===== src/rtl/inv_addkey_mixcol_stage.sv =====
// Decryption round stage: AddRoundKey followed by InvMixColumns (skipped on the
// final round), registered behind a valid/ready handshake with an optional
// two-entry skid buffer. Tag and last flag travel with their state word.
module inv_addkey_mixcol_stage #(
  parameter int TAG_W = 4,
  parameter int SKID  = 1
) (
  input  logic             clk,
  input  logic             rst_n,
  input  logic             flush,
  input  logic             in_valid,
  output logic             in_ready,
  input  logic [127:0]     in_state,
  input  logic [127:0]     in_key,
  input  logic             in_last,
  input  logic [TAG_W-1:0] in_tag,
  output logic             out_valid,
  input  logic             out_ready,
  output logic [127:0]     out_state,
  output logic [TAG_W-1:0] out_tag,
  output logic             out_last
);

  // Multiply by x in GF(2^8), reduction polynomial 0x11b.
  function automatic logic [7:0] xtime(input logic [7:0] a);
    xtime = {a[6:0], 1'b0} ^ (a[7] ? 8'h1b : 8'h00);
  endfunction

  // InvMixColumns on one 32-bit column; a0 is the most significant byte.
  function automatic logic [31:0] inv_mix_col(input logic [31:0] col);
    logic [7:0] a  [4];
    logic [7:0] m9 [4];
    logic [7:0] mb [4];
    logic [7:0] md [4];
    logic [7:0] me [4];
    logic [7:0] x2, x4, x8;
    for (int i = 0; i < 4; i++) begin
      a[i]  = col[31-8*i -: 8];
      x2    = xtime(a[i]);
      x4    = xtime(x2);
      x8    = xtime(x4);
      m9[i] = x8 ^ a[i];
      mb[i] = x8 ^ x2 ^ a[i];
      md[i] = x8 ^ x4 ^ a[i];
      me[i] = x8 ^ x4 ^ x2;
    end
    inv_mix_col = {me[0] ^ mb[1] ^ md[2] ^ m9[3],
                   m9[0] ^ me[1] ^ mb[2] ^ md[3],
                   md[0] ^ m9[1] ^ me[2] ^ mb[3],
                   mb[0] ^ md[1] ^ m9[2] ^ me[3]};
  endfunction

  // Apply InvMixColumns to all four columns of the state.
  function automatic logic [127:0] inv_mix_columns(input logic [127:0] s);
    logic [127:0] r;
    r = '0;
    for (int c = 0; c < 4; c++) begin
      r[127-32*c -: 32] = inv_mix_col(s[127-32*c -: 32]);
    end
    inv_mix_columns = r;
  endfunction

  logic [127:0]     result_p0;
  logic [127:0]     addkey_p0;
  logic             skid_vld_p1;
  logic [127:0]     skid_state_p1;
  logic [TAG_W-1:0] skid_tag_p1;
  logic             skid_last_p1;

  logic accept;
  logic drain;
  logic out_open;
  logic load_out_skid;
  logic load_out_in;
  logic load_skid;

  // Stage p0: combinational round function on the input side.
  always_comb begin
    addkey_p0 = in_state ^ in_key;
    result_p0 = in_last ? addkey_p0 : inv_mix_columns(addkey_p0);
  end

  assign in_ready = (SKID != 0) ? !skid_vld_p1 : (!out_valid || out_ready);

  // Handshake decode: where the accepted word and the skid word go this cycle.
  always_comb begin
    accept        = in_valid && in_ready && !flush;
    drain         = out_valid && out_ready;
    out_open      = !out_valid || drain;
    load_out_skid = skid_vld_p1 && out_open && !flush;
    load_out_in   = accept && out_open && !skid_vld_p1;
    load_skid     = (SKID != 0) && accept && (!out_open || skid_vld_p1);
  end

  // Stage p1: occupancy of the output register and the skid register.
  always_ff @(posedge clk or negedge rst_n) begin
    if (!rst_n) begin
      out_valid   <= 1'b0;
      skid_vld_p1 <= 1'b0;
    end else if (flush) begin
      out_valid   <= 1'b0;
      skid_vld_p1 <= 1'b0;
    end else if (out_open) begin
      out_valid   <= skid_vld_p1 || accept;
      skid_vld_p1 <= skid_vld_p1 && accept;
    end else begin
      skid_vld_p1 <= skid_vld_p1 || load_skid;
    end
  end

  // Output data register; cleared on reset so no stale word is visible.
  always_ff @(posedge clk or negedge rst_n) begin
    if (!rst_n) begin
      out_state <= '0;
      out_tag   <= '0;
      out_last  <= 1'b0;
    end else if (load_out_skid) begin
      out_state <= skid_state_p1;
      out_tag   <= skid_tag_p1;
      out_last  <= skid_last_p1;
    end else if (load_out_in) begin
      out_state <= result_p0;
      out_tag   <= in_tag;
      out_last  <= in_last;
    end
  end

  // Skid data register; contents only matter while skid_vld_p1 is set.
  always_ff @(posedge clk) begin
    if (load_skid) begin
      skid_state_p1 <= result_p0;
      skid_tag_p1   <= in_tag;
      skid_last_p1  <= in_last;
    end
  end

endmodule


===== config.mk =====
export PLATFORM = sky130hd
export DESIGN_NAME = inv_addkey_mixcol_stage
export DESIGN_NICKNAME = d
export VERILOG_FILES = /design/src/rtl/inv_addkey_mixcol_stage.sv
export SDC_FILE = /design/constraint.sdc
export NUM_CORES = 1
export LEC_CHECK = 0
export ABC_AREA = 1
export BUFFER_PORTS_ARGS = -buffer_cell sky130_fd_sc_hd__buf_2
export CAP_MARGIN = 20
export CELL_PAD_IN_SITES_DETAIL_PLACEMENT = 2
export CELL_PAD_IN_SITES_GLOBAL_PLACEMENT = 2
export CORE_ASPECT_RATIO = 1.4
export CORE_UTILIZATION = 28
export DETAILED_ROUTE_END_ITERATION = 10
export PLACE_DENSITY = 0.76
export SYNTH_ARGS = -nofsm -noshare
export SYNTH_HDL_FRONTEND = slang
export SYNTH_SLANG_ARGS = --single-unit

===== constraint.sdc =====
create_clock -name clk -period 7.7 [get_ports clk]
set_input_delay 1.54 -clock clk [delete_from_list [all_inputs] [get_ports clk]]
set_output_delay 1.54 -clock clk [all_outputs]
set_load 0.05 [all_outputs]

Word level (Yosys, flattened, before mapping). Cells that the tools add are included.

Multiplexer cells: 59. Bitwise operators: 193. Reductions and logical operators: 19.

Operators by type and width (number): 8-bit XOR (144); 128-bit 2-to-1 mux (3); 8-bit by 5-bit XOR with 8-bit output (48); 5-bit 2-to-1 mux (48); 128-bit XOR (1); 1-bit logical AND (9); 4-bit 2-to-1 mux (2); 1-bit 2-to-1 mux (6); 1-bit logical NOT (4); 1-bit logical OR (4); 2-bit nonzero test (2).

Output and inout bits: 135. Logic and storage cells: 279. Register bits: 268. Input port bits: 266.

Longest topological paths before layout.
Depth in word-level cells: 15. Gate-level depth with buffers: 19. Mapped depth without buffers: 19.

Worst setup path after synthesis. Ideal clock, no wire load.

Kind: input port to flip-flop. Start point: input out_ready. End point: register skid_last_p1, enable pin. Library setup time: 0.628 ns. Cell stages on the path: 3. Required time: 7.072 ns. Buffers on the path: 0. Path slack: -0.242 ns. Arrival time: 7.314 ns. Cell sequence: nor2_1 -> inv_1 -> nor2_1.

Word-level cells in the longest chain between the ends: 5.

RTL lines: start: declaration (line 18) `input logic out_ready,`; 1-bit logical AND (line 88) `drain = out_valid && out_ready;`; 1-bit logical OR (line 89) `out_open = !out_valid || drain;`; 1-bit logical NOT (line 92) `load_skid = (SKID != 0) && accept && (!out_open || skid_vld_p1);`; 1-bit logical OR (line 92); 1-bit logical AND (line 92); named net load_skid (line 75) `logic load_skid;`; end signal: assignment (line 133) `skid_last_p1 <= in_last;`; end: declaration (line 68) `logic skid_last_p1;`.

The timed path passes the listed nets, and every way through them passes these cells. A chain may end at the register's enable or synchronous reset.

Worst setup path in the final report.
Start point: input out_ready. End point: register out_state[28].

Word-level cells in the longest chain between the ends: 5. Elaborated cells on any way between the ends: 8. Those cells by class: mux (1); reduce/logical (7).

RTL lines: 1-bit logical AND (*) (line 88); 1-bit logical OR (*) (line 89); 1-bit logical AND, on equally long branches (2 in a row) (line 90, 91); 128-bit 2-to-1 mux / 2-bit nonzero test (equally long branches); end signal: assignment (line 118) `out_state <= skid_state_p1;`; end signal: assignment (line 122) `out_state <= result_p0;`; end: declaration (line 19) `output logic [127:0] out_state,`.

Mark *: on every way between the ends. The rest lies on a longest branch, timed or not.

==> results.md <==
Power:
- The internal power is 4.51 mW.
- In this run, the clock network consumes 20.0% of the power.
- The power per cell area is 284 nW/um2.
- The analysis attributes to net switching a power of 5.06 mW.
- VDD sags by at most 0.235 mV.
- The switching share of total power is 52.9%.
- Combinational logic burns 59.3% of the power.
- Sequential cells burn 20.7% of the power.
- The analysis attributes to cell leakage a power of 18.4 nW.

Routing:
- After detailed routing, the average wire length per cell comes to 23.6 um.
- The via count is 31800.
- Before antenna repair, the detailed router went through 5 iterations.
- The residual DRC count is 0.
- The total length of routed wires is 147000 um.
- The first routing iteration left 1338 violations.
- The count of nets left with antenna violations once routing finished came out at 0.
- The ratio of routed vias to standard cells is 5.08.

Global routing:
- The number of global-route vias before repair is 34900.
- The first-pass GRT wire length is 218000 um.
- The global routing usage summed across all routing layers is 27.9%.
- The total overflow left after global routing is 0.
- The number of antenna violations at the first check in global routing was 8.
- The largest net degree at the start of global routing is 127.

Worst setup path:
- The peak fanout along the critical path is 88.
- For the worst setup path, the data required time is 8210 ps.
- The worst register-to-register path begins at out_valid.
- Walking the worst path, the cells encountered are buf_2 -> nor2_1 -> nor3_2 -> buf_4 -> inv_1 -> nand2_1 -> inv_6 -> buf_4 -> a22o_1 -> inv_1 -> nand2_1.
- STA classifies the critical path endpoint as a flip-flop.
- The family of cells with the greatest summed delay on the critical path is buffers and inverters.
- The number of buffer and inverter stages on the critical path is 6.
- The worst setup path is launched from an input port.
- STA puts the critical path data arrival time at 4630 ps.
- Setup slack on the worst reg-to-reg path comes out at 4250 ps.
- For this design, the slowest cell found on the critical path is sky130_fd_sc_hd__buf_4.
- The most critical setup path has its startpoint at out_ready.
- The critical path in this run is classified as in2reg.
- The largest stage delay on the critical path is 680 ps.

Clocking:
- The cell chosen for the clock root is sky130_fd_sc_hd__clkbuf_16.
- Counting the buffers created by CTS gives 37.
- The number of hold buffers added after CTS is 0.
- In this run, post-CTS repair resized a total of 0 instances.
- The H-tree depth is 2.
- The largest buffer count on any clock path is 3.
- TritonCTS built the clock tree.
- The buffers inserted during post-CTS setup optimization is 0.
- Clock-pin slew was measured on the worst setup and hold paths at 60 ps.
- The clock drives 268 sinks.
- For the worst-skew pair, the clock arrives at the later sink with an insertion delay of 600 ps.

Logic synthesis:
- The most used flip-flop cell after synthesis is sky130_fd_sc_hd__dfrtp_1.
- For this run, the number of Yosys warnings is 0.
- The simple-gate portion of the synthesized area is 41.5%.
- The dominant combinational cell family by area after synthesis is simple AND/OR/NAND/NOR gates.
- The number of nets handed over by synthesis was 4771.
- The number of cells produced by synthesis is 4505.
- The share of the Yosys chip area taken by registers is 25.6%.
- The number of synthesized register bits is 268.
- Averaged over all synthesized cells, the footprint is 6.39 um2.
- For this run, asynchronously set or reset flops after synthesis account for 50.4%.
- The synthesized netlist devotes 20.9% of its cell area to XOR and XNOR gates.
- The synthesized-area fraction occupied by ao, oa, aoi and oai cells is 5.14%.
- The number of enable flip-flop cells after synthesis is 133.
- The synthesized netlist devotes 0% of its cell area to adder and majority cells.
- Measured against the total synthesized area, the mux share comes to 0%.
- The synthesized area is 28800 um2.
- Synthesis instantiated 47 different standard cells from the library.

Die:
- The die span in y is 381 um.
- In this run the core area contains 138 standard-cell rows.
- The floorplan step defined a die boundary enclosing 104000 um2.
- The number of top-level pins is 401.
- In this run the standard cell core region covers 102000 um2.
- The initial utilization of the core area, before any placement, comes to 28.4%.
- The chip width is 273 um.

STA:
- The hold violation total from the final report is 0.
- In this run the tightest slew margin relative to its limit is 22.3%.
- The clock tree skew after final layout is 25.9 ps.
- The minimum period implied by the final worst setup slack is 4120 ps.
- The ratio of final minimum period to clock period is 53.4%.
- Derived from the worst setup path, the maximum achievable clock frequency is 0.243 GHz.
- The total setup violations reported at the end of the flow is 0.
- Setup repair after global routing left no endpoint under its margin.
- The slew at the pin closest to its max-slew limit is 1160 ps.
- Setup slack closes at 3580 ps.
- The sum of negative setup slack is 0 ps.
- The number of pins with negative max-slew slack in the final report is 0.

Layout:
- The fraction of layout instances using a drive strength above 1 is 12.7%.
- Registers take 7370 um2.
- At the end of the flow, the number of nets in the layout was 5165.
- The number of fill cells is 12700.
- Summing all non-filler instances in the final layout gives an area of 33700 um2.
- The area taken by multi-input logic gates is 19500 um2.
- The area added between synthesis and finish is 17.1%.

Status:
- The flow ran to the end, and the final reports show no timing, DRC or antenna violations.

Placement:
- The HPWL after detailed placement is 118000 um.
- Timing analysis after detailed placement gives a worst setup slack of 3040 ps.
- The quantity of I/O buffers inserted on ports is 400.
- The cell area after placement is 32400 um2.
- Routability-driven placement finished with a final weighted congestion of 0.982.

Hold path:
- The hold path startpoint is skid_state_p1[49].
- The worst min-delay path class is reg2reg.

Run:
- Max-cap violations in this run came to 0.
state kept, by name (all words and copies together), names as in the netlist:
name and count:
out_state 128, skid_state_p1 128, out_tag 4, skid_tag_p1 4
out_last 1, out_valid 1, skid_last_p1 1, skid_vld_p1 1
Yosys cell counts, types with 8 or more instances:
master	number	share of area, %
sky130_fd_sc_hd__nand3_1	528	9.2
sky130_fd_sc_hd__nand3b_1	19	0.50
sky130_fd_sc_hd__o21ai_0	19	0.33
sky130_fd_sc_hd__nand2_4	8	0.31
sky130_fd_sc_hd__xnor2_2	20	1.1
sky130_fd_sc_hd__dfrtp_1	135	12
sky130_fd_sc_hd__xor2_2	23	1.3
sky130_fd_sc_hd__xor2_1	396	12
sky130_fd_sc_hd__o21ai_1	11	0.19
sky130_fd_sc_hd__nand2_1	2160	28
sky130_fd_sc_hd__nand2_2	48	1.0
sky130_fd_sc_hd__nor2_1	54	0.70
sky130_fd_sc_hd__or2_2	10	0.22
sky130_fd_sc_hd__o21bai_1	8	0.21
sky130_fd_sc_hd__a21boi_0	26	0.68
sky130_fd_sc_hd__nand4_1	9	0.20
sky130_fd_sc_hd__buf_2	19	0.33
sky130_fd_sc_hd__inv_1	428	5.6
sky130_fd_sc_hd__edfxtp_1	133	14
sky130_fd_sc_hd__clkbuf_1	48	0.63
sky130_fd_sc_hd__a22o_1	104	3.2
sky130_fd_sc_hd__xnor2_1	205	6.2
sky130_fd_sc_hd__o21ai_2	8	0.24
sky130_fd_sc_hd__and2_1	38	0.83
cells in the final DEF, fill, tap and decap left out, types with 38 or more instances in the layout:
cell | netlist | final
sky130_fd_sc_hd__nand2_1 | 2160 | 2160
sky130_fd_sc_hd__nand3_1 | 528 | 528
sky130_fd_sc_hd__inv_1 | 428 | 427
sky130_fd_sc_hd__buf_2 | 19 | 398
sky130_fd_sc_hd__xor2_1 | 396 | 396
sky130_fd_sc_hd__xnor2_1 | 205 | 205
sky130_fd_sc_hd__dfrtp_1 | 135 | 135
sky130_fd_sc_hd__edfxtp_1 | 133 | 133
sky130_fd_sc_hd__a22o_1 | 104 | 104
sky130_fd_sc_hd__nor2_1 | 54 | 52
sky130_fd_sc_hd__nand2_2 | 48 | 48
sky130_fd_sc_hd__clkbuf_16 | 0 | 39
sky130_fd_sc_hd__and2_1 | 38 | 38
worst min-delay path: stages, from the launching register on:
cell	delay, ps
sky130_fd_sc_hd__edfxtp_1	320
sky130_fd_sc_hd__nand2_1	50
sky130_fd_sc_hd__nand3_1	70
kinds of logic (layout without fill, tap and decap cells):
family                    Yosys count  after routing
buffers and inverters             512            934
DFF                               268            268
other                               0              3
and+or+nand+nor                  2889           2889
xor gates and xnor gates          646            646
AOI/OAI and AO/OA                 190            190
power groups by stage:
stage / Clock (mW) / Combinational, mW / Sequential (mW)
5_1_grt: 2.01 / 6.12 / 2.01
6_report: 1.91 / 5.68 / 1.99
2_1_floorplan: 0 / 2.98 / 2.70
4_1_cts: 1.98 / 5.67 / 1.99
3_3_place_gp: 0 / 5.46 / 2.01
3_5_place_dp: 0 / 5.63 / 2.01
final cells by class:
class / count / share of cell area, %
sequential: 268 / 21.9
antenna: 3 / 0.0223
multi-input combinational: 3725 / 57.7
inverter: 435 / 4.87
timing repair buffer: 432 / 6.76
clock inverter: 21 / 0.838
clock buffer: 46 / 3.00
tap: 1330 / 4.93
per-stage QoR:
| step | cells | power (mW) | hold WS (ps) | util, % |
|---|---|---|---|---|
| after floorplan | 4505 | 5.68 | 442 | - |
| after global placement | 6189 | 7.46 | 444 | 31.9 |
| after detailed placement | 6189 | 7.64 | 460 | 31.9 |
| after CTS | 6256 | 9.64 | 464 | 33.2 |
| after global routing | 6258 | 10.1 | 490 | 33.2 |
| final | 6260 | 9.58 | 457 | 33.2 |
worst paths after layout:
kind | to | cells after the start
max | out_state[28] | 11
min | out_state[49] | 2
max reg2reg | out_state[28] | 11
min reg2reg | out_state[49] | 2
max in group asynchronous | out_state[29] | 2
min in group asynchronous | out_state[100] | 1
metal layers:
layer	wire, um	share of wire, %	vias to the layer above	global-route usage [%]
li1	-	-	14900	-
met1	56000	38	15900	29.5
met2	76300	52	709	52.0
met3	5520	3.7	318	3.84
met4	9510	6.4	8	16.1
met5	54	0.037	-	0
Power figures use the tool's default switching activity.
